## src/rtl/sum_responder.sv

```systemverilog
// sum_responder: two request channels (A, B) share a credit-limited adder
// pipeline. Accepted operand pairs flow through two register stages into a
// response FIFO. Responses return in acceptance order with sum, carry and
// source channel.
module sum_responder #(
    parameter int WIDTH = 8,
    parameter int DEPTH = 4   // power of two, 2 or greater
) (
    input  logic             clock,
    input  logic             rst_n,

    input  logic             sum_a_valid,
    output logic             sum_a_ready,
    input  logic [WIDTH-1:0] sum_a_a1,
    input  logic [WIDTH-1:0] sum_a_a2,

    input  logic             sum_b_valid,
    output logic             sum_b_ready,
    input  logic [WIDTH-1:0] sum_b_b1,
    input  logic [WIDTH-1:0] sum_b_b2,

    output logic             resp_valid,
    input  logic             resp_ready,
    output logic [WIDTH-1:0] resp_sum,
    output logic             resp_carry,
    output logic             resp_src
);

    localparam int AW = $clog2(DEPTH);
    localparam int CW = AW + 1;
    localparam logic [CW-1:0] DEPTH_CNT = CW'(DEPTH);

    typedef enum logic {
        SRC_A = 1'b0,
        SRC_B = 1'b1
    } src_e;

    typedef struct packed {
        logic             carry;
        logic [WIDTH-1:0] sum;
        src_e             src;
    } resp_t;

    // ------------------------------------------------------------------
    // Credit, arbitration and handshake signals
    // ------------------------------------------------------------------
    logic [CW-1:0] outstanding;
    logic          space;
    src_e          last_grant;
    logic          grant_a;
    logic          grant_b;
    logic          accept_a;
    logic          accept_b;
    logic          accept;
    logic          pop;

    // Pipeline stages
    logic             s1_valid;
    logic [WIDTH-1:0] s1_op1;
    logic [WIDTH-1:0] s1_op2;
    src_e             s1_src;
    logic [WIDTH:0]   s1_total;

    logic  s2_valid;
    resp_t s2_entry;

    // Response FIFO
    resp_t         fifo_mem [DEPTH];
    logic [AW-1:0] wr_ptr;
    logic [AW-1:0] rd_ptr;
    logic [CW-1:0] fifo_count;
    resp_t         head;

    // Space comes from the registered count only; a pop this cycle frees a
    // slot starting next cycle.
    assign space = (outstanding < DEPTH_CNT);

    // Round-robin arbiter: a lone requester wins, contention goes to the
    // channel that did not win last.
    always_comb begin
        // NOTE: every output of a combinational block gets a default first
        // so no path leaves it unassigned and a latch cannot be inferred.
        grant_a = 1'b0;
        grant_b = 1'b0;
        if (sum_a_valid && sum_b_valid) begin
            if (last_grant == SRC_B) begin
                grant_a = 1'b1;
            end else begin
                grant_b = 1'b1;
            end
        end else begin
            grant_a = sum_a_valid;
            grant_b = sum_b_valid;
        end
    end

    assign sum_a_ready = space & grant_a;
    assign sum_b_ready = space & grant_b;

    assign accept_a = sum_a_valid & sum_a_ready;
    assign accept_b = sum_b_valid & sum_b_ready;
    assign accept   = accept_a | accept_b;
    assign pop      = resp_valid & resp_ready;

    // Outstanding-request credit counter: accept adds, pop removes.
    always_ff @(posedge clock) begin
        // NOTE: sequential state uses non-blocking assignments so every
        // register samples pre-edge values regardless of block ordering.
        if (!rst_n) begin
            outstanding <= '0;
        end else begin
            case ({accept, pop})
                2'b10:   outstanding <= outstanding + CW'(1);
                2'b01:   outstanding <= outstanding - CW'(1);
                default: outstanding <= outstanding;
            endcase
        end
    end

    // Remember the winner of the last accept; reset favours A next.
    always_ff @(posedge clock) begin
        if (!rst_n) begin
            last_grant <= SRC_B;
        end else if (accept_b) begin
            last_grant <= SRC_B;
        end else if (accept_a) begin
            last_grant <= SRC_A;
        end
    end

    // ------------------------------------------------------------------
    // Stage 1: capture accepted operands and source
    // ------------------------------------------------------------------

    // Stage 1 valid bit; cleared by reset so in-flight work is discarded.
    always_ff @(posedge clock) begin
        if (!rst_n) begin
            s1_valid <= 1'b0;
        end else begin
            s1_valid <= accept;
        end
    end

    // Stage 1 payload, qualified by s1_valid so it needs no reset.
    always_ff @(posedge clock) begin
        if (accept) begin
            s1_op1 <= accept_b ? sum_b_b1 : sum_a_a1;
            s1_op2 <= accept_b ? sum_b_b2 : sum_a_a2;
            s1_src <= accept_b ? SRC_B : SRC_A;
        end
    end

    // ------------------------------------------------------------------
    // Stage 2: add and register the response entry
    // ------------------------------------------------------------------
    assign s1_total = {1'b0, s1_op1} + {1'b0, s1_op2};

    // Stage 2 valid bit follows stage 1; the pipeline never stalls.
    always_ff @(posedge clock) begin
        if (!rst_n) begin
            s2_valid <= 1'b0;
        end else begin
            s2_valid <= s1_valid;
        end
    end

    // Stage 2 payload: carry is the top bit of the widened sum.
    always_ff @(posedge clock) begin
        if (s1_valid) begin
            s2_entry.carry <= s1_total[WIDTH];
            s2_entry.sum   <= s1_total[WIDTH-1:0];
            s2_entry.src   <= s1_src;
        end
    end

    // ------------------------------------------------------------------
    // Response FIFO. Credits guarantee a free slot for every write, so the
    // write side has no full check.
    // ------------------------------------------------------------------

    // FIFO storage write port.
    always_ff @(posedge clock) begin
        // NOTE: the storage array is deliberately not reset; the pointers
        // and count decide which entries are meaningful.
        if (s2_valid) begin
            fifo_mem[wr_ptr] <= s2_entry;
        end
    end

    // FIFO pointers wrap naturally because DEPTH is a power of two.
    always_ff @(posedge clock) begin
        if (!rst_n) begin
            wr_ptr <= '0;
            rd_ptr <= '0;
        end else begin
            if (s2_valid) begin
                wr_ptr <= wr_ptr + AW'(1);
            end
            if (pop) begin
                rd_ptr <= rd_ptr + AW'(1);
            end
        end
    end

    // FIFO occupancy; a write and a pop in the same cycle cancel out.
    always_ff @(posedge clock) begin
        if (!rst_n) begin
            fifo_count <= '0;
        end else begin
            case ({s2_valid, pop})
                2'b10:   fifo_count <= fifo_count + CW'(1);
                2'b01:   fifo_count <= fifo_count - CW'(1);
                default: fifo_count <= fifo_count;
            endcase
        end
    end

    assign head       = fifo_mem[rd_ptr];
    assign resp_valid = (fifo_count != '0);

    // Present the head entry while valid, zeros otherwise.
    always_comb begin
        resp_sum   = '0;
        resp_carry = 1'b0;
        resp_src   = 1'b0;
        if (resp_valid) begin
            resp_sum   = head.sum;
            resp_carry = head.carry;
            resp_src   = head.src;
        end
    end

endmodule

```

## config.mk

```make
export PLATFORM = sky130hd
export DESIGN_NAME = sum_responder
export DESIGN_NICKNAME = d
export VERILOG_FILES = /design/src/rtl/sum_responder.sv
export SDC_FILE = /design/constraint.sdc
export NUM_CORES = 1
export LEC_CHECK = 0
export CAP_MARGIN = 10
export CORE_ASPECT_RATIO = 1.5
export CORE_UTILIZATION = 55
export CTS_CLUSTER_DIAMETER = 120
export DETAILED_ROUTE_END_ITERATION = 16
export HOLD_SLACK_MARGIN = 0.15
export PLACE_DENSITY_LB_ADDON = 0.25
export RECOVER_POWER = 100
export SYNTH_ARGS = -nofsm -noshare
export SYNTH_HDL_FRONTEND = slang
export SYNTH_SLANG_ARGS = --single-unit
export TNS_END_PERCENT = 100
```

## constraint.sdc

```tcl
create_clock -name clock -period 3.5 [get_ports clock]
set_clock_uncertainty 0.1 [all_clocks]
set_input_delay 0.7 -clock clock [delete_from_list [all_inputs] [get_ports clock]]
set_output_delay 0.7 -clock clock [all_outputs]
set_load 0.02 [all_outputs]
```

==> results by group <==
Logic synthesis
  • EDFF count, synth: 67
  • Yosys warning count: 0
  • Mapped Avg Cell Area: 13.8 um^2
  • Post-Syn Nets: 314
  • Post-synth top area cell: edfxtp_1
  • Yosys reg bits: 82
  • Sequential area share after synthesis: 64.4%
  • Post-synthesis cell count: 260
  • Synth unique cells: 40
  • Post-Syn Area: 3590 um^2
  • Main synth FF type: edfxtp_1
  • Fraction of registers with async set/reset: 0%
  • Area share of the largest cell type after synthesis: 56.0%
  • Top cells by area, synth: edfxtp_1, dfxtp_1, mux4_2

Clocking
  • Root buffer cell: clkbuf_8
  • Clock slew at reported path FFs: 80 ps
  • H-tree depth: 3
  • Sink Count: 82
  • Setup bufs post-CTS: 0
  • CTS tree: done
  • Num CTS Buffers: 9
  • CTS resizes: 0
  • Clk_lat worst skew: 340 ps
  • Number of hold buffers added after CTS: 0
  • CTS Buffer Depth: 2

Pwr
  • Clock Power Share: 23.9%
  • Leak pwr: 1.63 nW
  • Combinational power share: 28.6%
  • Switching Share: 29.1%
  • Seq pwr share: 47.5%
  • Max IR drop VDD: 0.363 mV
  • Internal power: 2.18 mW
  • P_sw: 0.894 mW
  • PwrDens: 707 nW/um^2

Detailed routing
  • Final WL: 5160 um
  • Router iterations before antenna repair: 4
  • DR vias: 2003
  • Vias/cell: 5.10
  • DR WL/cell: 13.1 um
  • 1st-iter DRT viols: 94
  • Drt drc: 0
  • Antenna viol nets, final: 0

STA
  • Tcrit/Tclk final: 94.0%
  • # setup viols final: 0
  • Worst slew pin tran: 801 ps
  • Min Clock Period, post-route: 3290 ps
  • RSZ-0062 raised after global routing: false
  • Fmax: 0.304 GHz
  • Final hold violation count: 0
  • Pins Over Slew Limit: 0
  • Setup TNS: 0 ps
  • Setup slack after layout: 208 ps
  • Relative slew slack: 46.6%

Setup path
  • Kind of critical path: reg2out
  • Critical Path Start Type: flop
  • CP Capture Type: primary output
  • Critical Path AT: 2490 ps
  • Worst Path Max Fanout: 10
  • WP data required: 2700 ps

Global routing
  • Overflow after GRT: 0
  • Largest net degree at the start of global routing: 19
  • GRT Overall Usage: 18.3%
  • First-pass GRT wire length: 8920 um
  • Vias in the first global route: 1984
  • Initial antenna violation count: 0

Layout
  • Area grow syn2layout: 20.9%
  • Multi-input logic area: 1170 um^2
  • Layout Nets: 368
  • Most common cell after layout, fill and taps aside: edfxtp_1
  • Antenna diodes: 0
  • Fill count: 454
  • Sequential cell area: 2310 um^2
  • Commonest cells after routing, fill and taps aside: edfxtp_1, nand2_1, clkdlybuf4s50_1
  • Fraction of layout cells with a size suffix above 1: 8.46%

Worst hold path
  • Worst hold path type: reg2reg

Place
  • RD Place Congestion: 0.687
  • Dpl ws: 546 ps
  • Dpl hpwl: 3740 um
  • # port buffers: 49

Die
  • Die X: 68.0 um
  • Rows: 35
  • # IOs: 50
  • Initial core utilization: 57.8%
  • Die height: 101 um
  • Die footprint: 6870 um^2
  • Core area: 6220 um^2

Outcome
  • Outcome: finished clean

Flow run
  • Max_cap viols: 0
==> final timing paths <==
| kind | startpoint | to | slack (ps) | cells past startpoint |
|---|---|---|---|---|
| setup reg to reg | fifo_count[0] | fifo_count[2] | 960 | 8 |
| setup / recovery | flop | resp_sum[7] | 210 | 3 |
| hold reg to reg | s1_src | s2_entry[0] | 330 | 0 |
| hold / removal | s1_src | s2_entry[0] | 330 | 0 |
==> kinds of logic after synthesis <==
kind of cell | after synthesis | share of synthesized area (%)
simple gates | 95 | 12.8
flops | 82 | 64.4
compound gates | 22 | 3.94
buf+inv | 21 | 2.75
fa+ha+maj | 17 | 6.55
xor+xnor | 12 | 2.93
mux | 11 | 6.65
==> power by group through the flow <==
| stage | logic, mW | registers [mW] | clock network (mW) |
|---|---|---|---|
| 4_1_cts | 0.927 | 1.46 | 0.742 |
| 5_1_grt | 0.990 | 1.49 | 0.778 |
| 3_3_place_gp | 0.892 | 1.47 | 0 |
| 3_5_place_dp | 0.922 | 1.48 | 0 |
| 6_report | 0.877 | 1.46 | 0.735 |
| 2_1_floorplan | 0.694 | 1.42 | 0 |
==> stage by stage <==
| stage | util (%) | total power, mW | cells | hold slack, ps | area [um^2] |
|---|---|---|---|---|---|
| 2_1_floorplan | - | 2.11 | 260 | 300 | 3590 |
| 3_3_place_gp | 66.6 | 2.36 | 377 | 307 | 4140 |
| 3_5_place_dp | 66.6 | 2.40 | 377 | 311 | 4140 |
| 4_1_cts | 70.1 | 3.13 | 393 | 329 | 4360 |
| 5_1_grt | 69.9 | 3.25 | 393 | 334 | 4340 |
| 6_report | 69.9 | 3.07 | 393 | 327 | 4340 |
==> cell usage after synthesis, types with 3 or more instances <==
library cell and count:
a21oi_1 5, and2_1 22, dfxtp_1 15, edfxtp_1 67, fa_1 3, ha_1 14, inv_1 13, mux4_2 9
nand2_1 54, nor2b_1 4, o21ai_0 6, xnor2_1 8, xor2_1 4
==> layout make-up <==
type	instances	area share, %
Sequential cell	82	53.2
Clock buffer	10	2.94
Inverter	14	1.24
Tap cell	74	2.13
Multi-Input combinational cell	157	27.0
Clock inverter	6	2.07
Timing Repair Buffer	50	11.4
==> flip-flops by register name, summed over array words and instances (netlist names), named ones only <==
name	count
s1_op2	8
wr_ptr	2
s2_entry	10
fifo_mem	40
outstanding	3
rd_ptr	2
s1_src	1
s1_valid	1
fifo_count	3
s2_valid	1
last_grant	1
s1_op1	8
==> routing by layer <==
metal / wire, um / track usage (%)
met5: 0 / 0
met4: 142 / 10.3
met3: 186 / 4.75
met2: 2750 / 30.4
met1: 2080 / 20.6
==> worst max-delay path, cell delays in order (launching register included) <==
cell	delay (ps)
dfxtp_1	740
mux4_2	590
and2_1	170
dlygate4sd3_1	640
Note: power is estimated with default switching activity, not from simulation.
